## src/rtl/pes_elc_scan.sv

```systemverilog
// pes_elc_scan -- multi-request SCAN elevator controller.
//
// Floor calls are latched into a pending bitmap and served in sweep order:
// the car keeps its direction while calls remain ahead of it, then reverses.
// Travel time per floor, door dwell, door obstruction and overload interlocks
// are modelled with a single shared down-counter.
//
// Optional feature macro: ELC_EMERGENCY_EN
//   When defined, adds `emergency` (in) and `emerg_active` (out). While
//   emergency is high, all calls are dropped, the car runs non-stop to floor 0
//   and holds the door open there. No completion pulse is issued. On release
//   the door finishes a normal dwell and operation resumes.
//
// Ports
//   clk               in   rising-edge clock
//   reset             in   synchronous, active-low reset
//   req_valid         in   floor call strobe
//   req_floor         in   called floor (ignored if >= N_FLOORS)
//   pos_load          in   force car position, honoured in IDLE only
//   in_current_floor  in   position for pos_load (ignored if >= N_FLOORS)
//   over_time         in   door obstruction sensor
//   over_weight       in   car overload sensor
//   out_current_floor out  current car floor
//   direction         out  1 = up, 0 = down
//   moving            out  car travelling
//   door_open         out  door open
//   complete          out  one-cycle pulse on arrival at a called floor
//   door_alert        out  door open while obstructed
//   weight_alert      out  door open while overloaded
//   pending           out  outstanding call bitmap
//
// State  | meaning
// -------+---------------------------------------------------------------
// S_IDLE | parked, door closed; picks next target or sweep direction
// S_MOVE | travelling; counter counts cycles left before the next floor
// S_DOOR | door open; counter counts remaining dwell cycles

module pes_elc_scan #(
    parameter int N_FLOORS   = 8,
    parameter int FLOOR_W    = 3,
    parameter int TRAVEL_CYC = 4,
    parameter int DOOR_CYC   = 6
) (
    input  logic                clk,
    input  logic                reset,
    input  logic                req_valid,
    input  logic [FLOOR_W-1:0]  req_floor,
    input  logic                pos_load,
    input  logic [FLOOR_W-1:0]  in_current_floor,
    input  logic                over_time,
    input  logic                over_weight,
`ifdef ELC_EMERGENCY_EN
    input  logic                emergency,
    output logic                emerg_active,
`endif
    output logic [FLOOR_W-1:0]  out_current_floor,
    output logic                direction,
    output logic                moving,
    output logic                door_open,
    output logic                complete,
    output logic                door_alert,
    output logic                weight_alert,
    output logic [N_FLOORS-1:0] pending
);

    localparam int CNT_MAX = (TRAVEL_CYC > DOOR_CYC) ? TRAVEL_CYC : DOOR_CYC;
    localparam int CNT_W   = (CNT_MAX > 1) ? $clog2(CNT_MAX) : 1;

    localparam logic [CNT_W-1:0]    TRAV_RLD  = CNT_W'(TRAVEL_CYC - 1);
    localparam logic [CNT_W-1:0]    DOOR_RLD  = CNT_W'(DOOR_CYC - 1);
    localparam logic [FLOOR_W-1:0]  TOP_FLOOR = FLOOR_W'(N_FLOORS - 1);
    localparam logic [N_FLOORS-1:0] ONE_HOT0  = {{(N_FLOORS-1){1'b0}}, 1'b1};

    typedef enum logic [1:0] {
        S_IDLE = 2'd0,
        S_MOVE = 2'd1,
        S_DOOR = 2'd2
    } state_t;

    state_t              state_q, state_d;
    logic [FLOOR_W-1:0]  floor_q, floor_d;
    logic                dir_q, dir_d;
    logic [N_FLOORS-1:0] pend_q, pend_d;
    logic [CNT_W-1:0]    cnt_q, cnt_d;
    logic                complete_q, complete_d;
    logic                door_alert_q, door_alert_d;
    logic                weight_alert_q, weight_alert_d;
    logic                moving_q, door_q;
`ifdef ELC_EMERGENCY_EN
    logic                emerg_q, emerg_d;
`endif

    logic                req_ok;
    logic                load_ok;
    logic [FLOOR_W-1:0]  step_floor;
    logic [N_FLOORS-1:0] req_bit;
    logic [N_FLOORS-1:0] here_bit;
    logic [N_FLOORS-1:0] step_bit;

    // Any pending call strictly above (up=1) or below (up=0) floor f.
    function automatic logic calls_beyond(input logic [N_FLOORS-1:0] bm,
                                          input logic [FLOOR_W-1:0]  f,
                                          input logic                up);
        logic r;
        r = 1'b0;
        for (int i = 0; i < N_FLOORS; i++) begin
            if (up ? (i > int'(f)) : (i < int'(f))) begin
                r = r | bm[i];
            end
        end
        return r;
    endfunction

    assign req_ok   = req_valid && (int'(req_floor) < N_FLOORS);
    assign load_ok  = int'(in_current_floor) < N_FLOORS;
    assign req_bit  = ONE_HOT0 << req_floor;
    assign here_bit = ONE_HOT0 << floor_q;
    assign step_bit = ONE_HOT0 << step_floor;

    // Floor reached when the travel counter expires; clamped at both ends.
    always_comb begin
        step_floor = floor_q;
        if (dir_q) begin
            if (floor_q != TOP_FLOOR) step_floor = floor_q + 1'b1;
        end else begin
            if (floor_q != '0) step_floor = floor_q - 1'b1;
        end
    end

    always_comb begin
        state_d        = state_q;
        floor_d        = floor_q;
        dir_d          = dir_q;
        pend_d         = pend_q;
        cnt_d          = cnt_q;
        complete_d     = 1'b0;
        door_alert_d   = 1'b0;
        weight_alert_d = 1'b0;

        // A call to the floor whose door is open only extends the dwell.
        if (req_ok && !(state_q == S_DOOR && req_floor == floor_q)) begin
            pend_d = pend_d | req_bit;
        end

        case (state_q)
            S_IDLE: begin
                if (pos_load) begin
                    if (load_ok) floor_d = in_current_floor;
                end else if ((pend_q & here_bit) != '0) begin
                    // Clearing after the latch above makes a same-cycle call
                    // to this floor disappear rather than be served twice.
                    state_d    = S_DOOR;
                    pend_d     = pend_d & ~here_bit;
                    complete_d = 1'b1;
                    cnt_d      = DOOR_RLD;
                end else if (pend_q != '0) begin
                    if (!calls_beyond(pend_q, floor_q, dir_q)) dir_d = ~dir_q;
                    state_d = S_MOVE;
                    cnt_d   = TRAV_RLD;
                end
            end
            S_MOVE: begin
                if (cnt_q != '0) begin
                    cnt_d = cnt_q - 1'b1;
                end else begin
                    floor_d = step_floor;
                    if ((pend_q & step_bit) != '0) begin
                        state_d    = S_DOOR;
                        pend_d     = pend_d & ~step_bit;
                        complete_d = 1'b1;
                        cnt_d      = DOOR_RLD;
                    end else if (calls_beyond(pend_q, step_floor, dir_q)) begin
                        cnt_d = TRAV_RLD;
                    end else begin
                        // Nothing left ahead (only after an emergency flush).
                        state_d = S_IDLE;
                    end
                end
            end
            S_DOOR: begin
                door_alert_d   = over_time;
                weight_alert_d = over_weight;
                if (over_time || (req_ok && req_floor == floor_q)) begin
                    cnt_d = DOOR_RLD;
                end else if (over_weight) begin
                    cnt_d = cnt_q;
                end else if (cnt_q == '0) begin
                    state_d = S_IDLE;
                end else begin
                    cnt_d = cnt_q - 1'b1;
                end
            end
            default: begin
                state_d = S_IDLE;
            end
        endcase

`ifdef ELC_EMERGENCY_EN
        emerg_d = emergency;
        if (emergency) begin
            pend_d         = '0;
            complete_d     = 1'b0;
            dir_d          = 1'b0;
            door_alert_d   = 1'b0;
            weight_alert_d = 1'b0;
            if (state_q == S_MOVE && !dir_q && floor_q != '0) begin
                // Already heading down: finish the current hop without stopping.
                if (cnt_q != '0) begin
                    state_d = S_MOVE;
                    floor_d = floor_q;
                    cnt_d   = cnt_q - 1'b1;
                end else begin
                    floor_d = floor_q - 1'b1;
                    if (floor_q == FLOOR_W'(1)) begin
                        state_d = S_DOOR;
                        cnt_d   = DOOR_RLD;
                    end else begin
                        state_d = S_MOVE;
                        cnt_d   = TRAV_RLD;
                    end
                end
            end else if (floor_q == '0) begin
                // Hold the door: dwell keeps reloading until release.
                state_d        = S_DOOR;
                floor_d        = floor_q;
                cnt_d          = DOOR_RLD;
                door_alert_d   = (state_q == S_DOOR) && over_time;
                weight_alert_d = (state_q == S_DOOR) && over_weight;
            end else begin
                state_d = S_MOVE;
                floor_d = floor_q;
                cnt_d   = TRAV_RLD;
            end
        end
`endif
    end

    always_ff @(posedge clk) begin
        if (!reset) begin
            state_q        <= S_IDLE;
            floor_q        <= '0;
            dir_q          <= 1'b1;
            pend_q         <= '0;
            cnt_q          <= '0;
            complete_q     <= 1'b0;
            door_alert_q   <= 1'b0;
            weight_alert_q <= 1'b0;
            moving_q       <= 1'b0;
            door_q         <= 1'b0;
`ifdef ELC_EMERGENCY_EN
            emerg_q        <= 1'b0;
`endif
        end else begin
            state_q        <= state_d;
            floor_q        <= floor_d;
            dir_q          <= dir_d;
            pend_q         <= pend_d;
            cnt_q          <= cnt_d;
            complete_q     <= complete_d;
            door_alert_q   <= door_alert_d;
            weight_alert_q <= weight_alert_d;
            moving_q       <= (state_d == S_MOVE);
            door_q         <= (state_d == S_DOOR);
`ifdef ELC_EMERGENCY_EN
            emerg_q        <= emerg_d;
`endif
        end
    end

    assign out_current_floor = floor_q;
    assign direction         = dir_q;
    assign moving            = moving_q;
    assign door_open         = door_q;
    assign complete          = complete_q;
    assign door_alert        = door_alert_q;
    assign weight_alert      = weight_alert_q;
    assign pending           = pend_q;
`ifdef ELC_EMERGENCY_EN
    assign emerg_active      = emerg_q;
`endif

endmodule

```

## config.mk

```make
export PLATFORM = sky130hd
export DESIGN_NAME = pes_elc_scan
export DESIGN_NICKNAME = d
export VERILOG_FILES = /design/src/rtl/pes_elc_scan.sv
export SDC_FILE = /design/constraint.sdc
export NUM_CORES = 1
export LEC_CHECK = 0
export ABC_AREA = 1
export CORE_MARGIN = 2
export CORE_UTILIZATION = 50
export DETAILED_ROUTE_END_ITERATION = 10
export GPL_TIMING_DRIVEN = 0
export PLACE_DENSITY = 0.72
export SLEW_MARGIN = 20
export SYNTH_ARGS = -nofsm -noshare
export SYNTH_HDL_FRONTEND = slang
export SYNTH_SLANG_ARGS = --single-unit
```

## constraint.sdc

```tcl
create_clock -name clk -period 5.2 [get_ports clk]
set_input_delay 1.04 -clock clk [delete_from_list [all_inputs] [get_ports clk]]
set_output_delay 1.04 -clock clk [all_outputs]
set_load 0.02 [all_outputs]
```

==> run_results.csv <==
group,metric,value,unit
clock_network,ctsHoldBuffers,0,
floorplanning,die_x,68.3,um
placed_design,place_ws,2300,ps
routing,num_vias,2404,
worst_setup_path,path_buf_inv,1,
timing,maxSlewViolCount,0,
cells_and_area,fin_util,61.7,%
job,maxCapViolations,0,
timing,period_minus_slack,2840,ps
clock_network,cts_max_path_buffers,2,
clock_network,cts_tree,"built",
worst_setup_path,reg2reg_from,"out_current_floor[0]$_SDFFE_PN0P_",
floorplanning,start_util,51.6,%
timing,setup_ws,2360,ps
routing,ant_nets,0,
yosys,ys_seq_area_share,21.3,%
yosys,synth_nets,365,
yosys,postSynthAreaPerCell,6.04,um2
worst_hold_path,min_to,"cnt_q[1]$_SDFFE_PN0P_",
yosys,ys_warn_count,0,
global_route,grt.total_usage,29.4,%
yosys,synth.distinct_cells,35,
clock_network,clk_pin_slew_worst_paths,90,ps
routing,vias_per_cell,5.68,
placed_design,port_buffers,27,
worst_setup_path,worstPathCellList,"inv_2 -> ha_1 -> nand2_4 -> nand2_1 -> nand3_1 -> nand2_1 -> nand3_1 -> nand2_1 -> nor2_1 -> nand2_1 -> nand2_2 -> nand2_4 -> nor2_2 -> nand2_1 -> nand3_1 -> nand2_1 -> nor2_1",
yosys,ys.flop_type,"dfxtp_1",
global_route,grt_pass1_vias,2211,
timing,rsz0062_at_grt,"no",
yosys,syn_area,2070,um2
cells_and_area,n_antenna_cell,0,
clock_network,postCtsSetupBuffers,0,
worst_setup_path,worst_r2r_endpoint,"moving$_SDFF_PN0_",
timing,slew_headroom,53.6,%
cells_and_area,area_delta_synth_final,19.6,%
run_status,status,"completed",
cells_and_area,final_nets,397,
worst_hold_path,worstHoldPathType,"reg2reg",
worst_setup_path,path_common_cell,"nand2_1",
worst_setup_path,crit_cells,17,
timing,hold_viol,0,
yosys,synthTopCellsByArea,"dfxtp_1, nand2_1, a21oi_1",
worst_setup_path,path_class,"reg2reg",
timing,finalSetupViolCount,0,
routing,first_pass_iters,5,
global_route,grt_start_max_net_pins,14,
power,power.leakage,1.12,nW
timing,period_share,54.6,%
worst_setup_path,cp.required,5420,ps
floorplanning,die_h,68.3,um
placed_design,dp_hpwl,4930,um
timing,timing.fmax,352,MHz
worst_setup_path,endpoint_kind,"flip-flop",
global_route,grt_pass1_wl,10200,um
floorplanning,dieArea,4660,um2
worst_setup_path,slowest_stage,"dfxtp_1",
yosys,ys_seq_elements,22,
power,power_density,404,nW/um2
worst_setup_path,ff2ff_setup_slack,2360,ps
cells_and_area,fin_cells,423,
yosys,synth.largest_area_cell,"dfxtp_1",
power,vdd_ir_drop_max,207,uV
timing,tns,0,ps
clock_network,numClockSinks,22,
routing,wl,6260,um
clock_network,root_buffer,"clkbuf_8",
floorplanning,boundaryPins,29,
clock_network,ctsHtreeMaxLevel,1,
worst_setup_path,max_stage_delay,590,ps
clock_network,cts_inserted_buffers,3,
cells_and_area,seqCellArea,440,um2
placed_design,place_inst,419,
worst_hold_path,whs_path_depth,2,
routing,drcViolationCount,0,
floorplanning,core,4000,um2
global_route,grt_overflow,0,
worst_hold_path,hold_path_startpoint,"cnt_q[1]$_SDFFE_PN0P_",
routing,drt-wirelength-per-cell,14.8,um
clock_network,clk_latency,270,ps
worst_setup_path,path_max_fanout,11,
cells_and_area,multi_input_area,1410,um2
yosys,synth_edf_count,0,
worst_setup_path,start_kind,"flip-flop",
global_route,antenna_found_initial,0,
clock_network,postCtsResizedCells,0,
yosys,netlist.area_leader.share,21.3,%
timing,max_slew.worst_pin.slew,688,ps
placed_design,place.gp.congestion,0.990,
worst_setup_path,rr_worst_depth,17,
cells_and_area,fillers,407,
worst_setup_path,path_delay_family,"simple AND/OR/NAND/NOR gates",
floorplanning,core.rowCount,23,
worst_setup_path,arrival,3060,ps
routing,drtIter0Drc,126,
yosys,async_reset_ff_share,0,%
yosys,syn_inst,342,
timing,clock_skew,4.36,ps
cells_and_area,layout-drive-gt1-share,9.12,%
layout make-up:
class	instances	share of cell area [%]
Buffer	7	1.77
Clock buffer	3	1.67
Clock inverter	1	1.22
Inverter	46	6.99
Multi-Input combinational cell	267	57.0
Sequential cell	22	17.8
Tap cell	50	2.53
Timing Repair Buffer	27	10.9
report_power, final:
part / leakage, nW / switching, W / total, W / internal (W)
combinational: 0.908 / 0.000407 / 0.000611 / 0.000204
sequential: 0.180 / 0.0000308 / 0.000223 / 0.000193
clock: 0.0357 / 0.0000612 / 0.000164 / 0.000103
total: 1.12 / 0.000499 / 0.000998 / 0.000499
layer usage:
metal  GRT usage, %  vias to the layer above  share of wire (%)
met4           10.3                        0                2.8
met2           50.8                       93                 48
met1           37.6                     1092                 44
met5              0                        -                  0
met3           3.29                       21                5.2
li1               -                     1198                  -
flip-flops by register name, indices dropped and copies added (netlist names):
signal,count
state_q,2
out_current_floor,3
cnt_q,3
weight_alert,1
door_alert,1
pending,8
direction,1
complete,1
door_open,1
moving,1
placed cells by master, fill, tap and decap left out, drive strengths merged, types with 3 or more instances in the layout:
master         synthesis  routed
a21oi                 33      33
a221oi                 3       3
buf                    4       4
clkbuf                 3       6
clkdlybuf4s50          0      27
clkinv                 3       3
dfxtp                 22      22
ha                    11      11
inv                   43      43
nand2                103     103
nand3                 28      28
nand4                 10      10
nor2                  27      27
nor3                   3       3
o21ai                 28      28
o22ai                  3       3
xor2                   3       3
tightest hold or removal path, cell delays in order, from the launching register on:
cell	delay (ps)
dfxtp_1	320
nand2_1	60
a21oi_1	50
synth_stat cells (all sizes together) (3+ instances only):
cell / n
buf: 4
ha: 11
xor2: 3
o21ai: 28
a21oi: 33
nor2: 27
nor3: 3
o22ai: 3
clkinv: 3
nand2: 103
clkbuf: 3
inv: 43
a221oi: 3
nand4: 10
nand3: 28
dfxtp: 22
worst max path at each step:
stage	start	to	slack, ps
floorplan	out_current_floor[0]$_SDFFE_PN0P_	moving$_SDFF_PN0_	2830
global placement	req_floor[1]	cnt_q[2]$_SDFFE_PN0P_	2340
detailed placement	req_floor[1]	cnt_q[2]$_SDFFE_PN0P_	2300
CTS	out_current_floor[0]$_SDFFE_PN0P_	moving$_SDFF_PN0_	2390
global route	out_current_floor[1]$_SDFFE_PN0P_	moving$_SDFF_PN0_	2020
finish	out_current_floor[0]$_SDFFE_PN0P_	moving$_SDFF_PN0_	2360
stage by stage:
stage	hold slack, ps	power (W)	cell area, um2
after floorplan	439	0.000665	2070
after global placement	447	0.000822	2400
after detailed placement	464	0.000828	2400
after CTS	477	0.000989	2470
after global routing	520	0.00108	2470
final	473	0.000998	2470
kinds of logic (layout without fill, tap and decap cells):
logic type / after synthesis / after routing / share of synthesized area [%]
DFF: 22 / 22 / 21.3
and+or+nand+nor: 175 / 175 / 39.0
adders and majority gates: 11 / 11 / 6.66
xor gates and xnor gates: 4 / 4 / 1.70
buffers and inverters: 53 / 84 / 10.5
AOI/OAI and AO/OA: 77 / 77 / 20.8
No activity file was read; power rests on OpenSTA's default activity.
